===== config.mk =====
export PLATFORM = sky130hd
export DESIGN_NAME = fb_write_agent
export DESIGN_NICKNAME = d
export VERILOG_FILES = /design/src/rtl/fb_pkg.sv /design/src/rtl/sync_ff2.sv /design/src/rtl/fb_write_agent.sv
export SDC_FILE = /design/constraint.sdc
export NUM_CORES = 1
export LEC_CHECK = 0
export CAP_MARGIN = 20
export CORE_MARGIN = 10
export CORE_UTILIZATION = 30
export CTS_CLUSTER_SIZE = 40
export DETAILED_ROUTE_END_ITERATION = 7
export GPL_ROUTABILITY_DRIVEN = 0
export SYNTH_ARGS = -nofsm -noshare
export SYNTH_HDL_FRONTEND = slang
export SYNTH_HIERARCHICAL = 1
export SYNTH_SLANG_ARGS = --single-unit

===== constraint.sdc =====
create_clock -name clk -period 2.5 [get_ports clk]
set_clock_uncertainty 0.15 [all_clocks]
set_input_delay 0.625 -clock clk [delete_from_list [all_inputs] [get_ports clk]]
set_output_delay 0.625 -clock clk [all_outputs]
set_load 0.005 [all_outputs]

===== src/rtl/fb_pkg.sv =====
// Shared frame-buffer definitions for the C64 video path (write and read agents).
package fb_pkg;
  localparam int C64_W        = 504;
  localparam int C64_H        = 312;
  localparam int PIX_PER_WORD = 4;
  localparam int FRAME_WORDS  = C64_W * C64_H / PIX_PER_WORD;

  typedef logic [3:0] color_t;

  typedef enum logic {ST_IDLE, ST_REQ} wr_state_t;
endpackage


===== src/rtl/sync_ff2.sv =====
// Two-flop synchroniser for a single asynchronous level.
module sync_ff2 (
  input  logic clk,
  input  logic resetn,
  input  logic d,
  output logic q
);
  logic meta;

  always_ff @(posedge clk or negedge resetn) begin
    if (!resetn) begin
      meta <= 1'b0;
      q    <= 1'b0;
    end else begin
      meta <= d;
      q    <= meta;
    end
  end
endmodule


===== src/rtl/fb_write_agent.sv =====
// Drains packed pixel words from the show-ahead write FIFO into SDRAM,
// double-buffering frames on vsync and publishing the last complete buffer.
module fb_write_agent #(
  parameter int ADDR_W      = 17,
  parameter int FRAME_WORDS = fb_pkg::FRAME_WORDS,
  parameter int FCNT_W      = 8
) (
  input  logic              clk,
  input  logic              resetn,
  input  logic              i_vsync,
  input  logic              i_fifo_empty,
  input  logic [15:0]       i_fifo_rdata,
  output logic              o_fifo_rd,
  output logic              o_wr_req,
  input  logic              i_wr_gnt,
  output logic [ADDR_W-1:0] o_wr_addr,
  output logic [15:0]       o_wr_data,
  output logic              o_front_buf,
  output logic              o_frame_done,
  output logic [FCNT_W-1:0] o_frame_cnt,
  output logic              o_short_frame,
  output logic              o_overrun,
  input  logic              i_clr_status
);
  import fb_pkg::*;

  localparam int              OFF_W = ADDR_W - 1;
  localparam logic [OFF_W-1:0] FULL = OFF_W'(FRAME_WORDS);

  wr_state_t        state;
  logic             vs_s, vs_d, vs_pend, vs_rise;
  logic             back_buf;
  logic [OFF_W-1:0] offset;
  logic [OFF_W:0]   offset_inc;
  logic             at_full, has_room, chain, idle_pop, take, drop_over;
  logic             boundary, short_set;

  sync_ff2 u_vs_sync (
    .clk    (clk),
    .resetn (resetn),
    .d      (i_vsync),
    .q      (vs_s)
  );

  assign vs_rise    = vs_s & ~vs_d;
  assign offset_inc = {1'b0, offset} + (OFF_W + 1)'(1);
  assign at_full    = (offset == FULL);
  assign has_room   = (offset_inc < {1'b0, FULL});

  // A pending vsync blocks both idle pops and chaining so the boundary lands
  // between words, never inside an outstanding request.
  assign idle_pop  = (state == ST_IDLE) & ~vs_pend & ~i_fifo_empty;
  assign chain     = (state == ST_REQ) & i_wr_gnt & ~i_fifo_empty & ~vs_pend & ~vs_s & has_room;
  assign drop_over = idle_pop & ~vs_s & at_full;
  assign take      = (idle_pop & ~vs_s & ~at_full) | chain;
  assign o_fifo_rd = resetn & (idle_pop | chain);

  assign boundary  = (state == ST_IDLE) & vs_pend;
  assign short_set = boundary & ~at_full;
  assign o_wr_addr = {back_buf, offset};

  always_ff @(posedge clk or negedge resetn) begin
    if (!resetn) begin
      state        <= ST_IDLE;
      o_wr_req     <= 1'b0;
      o_wr_data    <= '0;
      back_buf     <= 1'b0;
      o_front_buf  <= 1'b1;
      offset       <= '0;
      o_frame_done <= 1'b0;
      o_frame_cnt  <= '0;
      vs_d         <= 1'b0;
      vs_pend      <= 1'b0;
    end else begin
      vs_d         <= vs_s;
      o_frame_done <= 1'b0;
      if (vs_rise)
        vs_pend <= 1'b1;
      else if (boundary)
        vs_pend <= 1'b0;
      if (take)
        o_wr_data <= i_fifo_rdata;
      case (state)
        ST_IDLE: begin
          if (vs_pend) begin
            if (at_full) begin
              o_front_buf  <= back_buf;
              back_buf     <= ~back_buf;
              o_frame_done <= 1'b1;
              o_frame_cnt  <= o_frame_cnt + FCNT_W'(1);
            end
            offset <= '0;
          end else if (take) begin
            state    <= ST_REQ;
            o_wr_req <= 1'b1;
          end
        end
        ST_REQ: begin
          if (i_wr_gnt) begin
            if (!at_full)
              offset <= offset_inc[OFF_W-1:0];
            if (!chain) begin
              state    <= ST_IDLE;
              o_wr_req <= 1'b0;
            end
          end
        end
      endcase
    end
  end

  // Set beats clear when both happen in the same cycle.
  always_ff @(posedge clk or negedge resetn) begin
    if (!resetn) begin
      o_short_frame <= 1'b0;
      o_overrun     <= 1'b0;
    end else begin
      if (short_set)
        o_short_frame <= 1'b1;
      else if (i_clr_status)
        o_short_frame <= 1'b0;
      if (drop_over)
        o_overrun <= 1'b1;
      else if (i_clr_status)
        o_overrun <= 1'b0;
    end
  end
endmodule


==> results.toml <==
[critical_path]
cp-end-kind = "output port"
critical-path-top-delay-family = "flip-flops"
reg2reg_slack_ps = -260
path_class = "reg -> out"
path_buf_inv = 3
cp_cell_sequence = "nand4_4, buf_6, nor4_4, xor2_2, buf_4, a31oi_4, o31ai_4, a21boi_1, buf_2"
cp.required_ps = 1730
crit_slowest_cell = "dfrtp_2"
slowest_delay_ps = 460
rr_endpoint = "o_wr_data[9]$_DFFE_PN0P_"
start_kind = "flop"
r2r_start = "offset[0]$_DFFE_PN0P_"
r2r_cells = 12
crit_arrival_ps = 2210
crit_fanout = 5

[sta]
grt_setup_unrepaired = "true"
whs_ps = 216
setup_viol = 17
hold_viol_final = 0
layout_setup_ws_ps = -484
finalCritPeriodShare = 1.19
finalCriticalPeriod_ps = 2980
max_freq_mhz = 335
slew_headroom = 0.559
tightest_slew_ps = 662
drv_slew = 0

[clock_network]
cts_tree = "built"
clkTransAtPathRegs_ps = 100
cts_hold_buf = 0
htree_levels = 2
ctsLongestPathBuffers = 2
cts.root.buffer_cell = "clkbuf_8"
clock_latency_ps = 320
numCtsBuffers = 5
clock-sinks = 51

[routing]
drtIter0Drc = 84
first_pass_iters = 4
vias_per_cell = 4.87
num_vias = 2389
routed_wl_mm = 8.00
wl_per_cell_um = 16.3
postRouteAntennaNets = 0
drc_errors = 0

[placed_design]
pre_cts_ws_ps = -885
io_buffers = 68
dp.cells = 466
detailedPlacementHpwl_mm = 5.71

[grt]
antenna_found_initial = 0
overflow = 0
grt_first_pass_wirelength_mm = 13.0
grt_start_max_net_pins = 52
grt_pass1_vias = 2510
gr-usage-all-layers = 0.121

[die]
start_util = 0.313
dieArea_um2 = 12800
die_width_um = 113
die_h_um = 113
rows = 33
core-area_um2 = 8340
pin_count = 69

[status]
violations = "negative setup slack"
status = "complete, but fails checks"

[power]
p_int_uw = 1650
leakagePower_uw = 0.00189
p_clk_frac = 0.275
p_comb_frac = 0.281
p_sw_frac = 0.265
p_sw_uw = 595
seqPwrFrac = 0.444
max-vdd-ir-drop_uv = 234
power_density_nw_per_um2 = 518
total_power_uw = 2250

[logic_synthesis]
netlist_top_cells_count = "dfrtp_1 (50), nand2_1 (20), nor2_1 (20), o21ai_0 (16), o31ai_1 (11)"
netlist.area_leader.share = 0.480
ys_warn_count = 6
synthCells = 240
synth_flop_cell = "dfrtp_1"
async_flop_share = 1.00
syn_area_per_cell_um2 = 10.9
yosysTopAreaCell = "dfrtp_1"
ys_seq_elements = 51
synth_area_leaders = "dfrtp_1 (48%), mux2_4 (5.8%), mux2_2 (3.5%), o31ai_1 (3.2%), o21ai_0 (3.1%)"
yosysSeqAreaShare = 0.490
synth.distinct_cells = 48
synth_area_um2 = 2610
yosysMostFrequentCell = "dfrtp_1"
synth_nets = 265
synth_edf_count = 0

[cells_and_area]
drive_gt1_frac = 0.394
fin_nets = 410
fillCellCount = 719
seq_area_um2 = 1280
final_cell_count_no_fill = 491
syn_to_final_growth_pct = 66.3
multi_input_area_um2 = 1400
antenna_cells = 0

[run]
drv_cap = 0

[worst_hold_path]
min_from = "u_vs_sync/meta$_DFF_PN0_"
whs_path_depth = 0
worstHoldPathType = "reg -> reg"
min_to = "u_vs_sync/q$_DFF_PN0_"
[flip-flops by register name, summed over array words and instances, names as in the netlist]
signal and flops:
back_buf 1, o_frame_cnt 8, o_frame_done 1, o_front_buf 1, o_overrun 1, o_short_frame 1
o_wr_data 16, o_wr_req 1, offset 16, state 1, u_vs_sync/meta 1, u_vs_sync/q 1
vs_d 1, vs_pend 1
[power by group through the flow]
stage	Clock [µW]	Sequential (µW)	Combinational [µW]
4_1_cts	635	999	594
3_3_place_gp	0	1000	577
5_1_grt	668	1010	684
2_1_floorplan	0	1020	186
3_5_place_dp	0	1010	578
6_report	618	998	632
[metal layers]
layer	wire, µm	vias to the layer above	GRT usage
li1	-	1148	-
met1	3610	1158	0.150
met2	3770	74	0.200
met3	546	9	0.0365
met4	67	0	0.0313
met5	0	-	0
[layout make-up]
type,count,share of cell area
multi-input cells,167,0.322
repair buffers,152,0.318
flip-flops and latches,51,0.296
well taps,105,0.0303
clock buffers,5,0.0159
clock inverters,3,0.0110
inverters,8,0.00692
[per-stage QoR]
| step | TNS (ps) | area (µm²) | util |
|---|---|---|---|
| 6_report | -4080 | 4340 | 0.520 |
| 5_1_grt | -6220 | 4340 | 0.520 |
| 4_1_cts | -2720 | 4120 | 0.493 |
| 3_5_place_dp | -5750 | 3910 | 0.469 |
| 3_3_place_gp | -3960 | 3910 | 0.469 |
| 2_1_floorplan | -32.0 | 2650 | - |
[cell families after synthesis]
family | share of synthesized area
flip-flops | 0.490
adder cells (fa/ha/maj) | 0.0144
XOR/XNOR | 0.0432
buffers and inverters | 0.0441
AO/OA/AOI/OAI | 0.119
multiplexers | 0.0960
AND/OR/NAND/NOR | 0.193
[cells in the final DEF, fill, tap and decap left out, drive strengths merged, types with 7 or more instances in the layout]
master / count
o31ai: 12
dfrtp: 50
nor4: 7
nor2: 20
mux2: 18
clkdlybuf4s50: 66
nand2: 20
o21ai: 17
buf: 85
nand3: 9
inv: 9
nand4: 10
[worst max-delay path by stage]
stage	start	endpoint	cells past startpoint
6_report	offset[0]$_DFFE_PN0P_	o_fifo_rd	9
5_1_grt	offset[0]$_DFFE_PN0P_	o_fifo_rd	9
4_1_cts	offset[1]$_DFFE_PN0P_	o_fifo_rd	8
3_5_place_dp	i_wr_gnt	o_fifo_rd	8
3_3_place_gp	i_wr_gnt	o_fifo_rd	8
2_1_floorplan	offset[0]$_DFFE_PN0P_	o_fifo_rd	7
[timing repair]
item | CTS | global route
gates resized for setup | 18 | 40
buffers inserted | 4 | 13
endpoints found under the setup margin | 28 | 37
gates cloned | 0 | 1
pin swaps | 12 | 13
(Power assumes the default switching activity.)
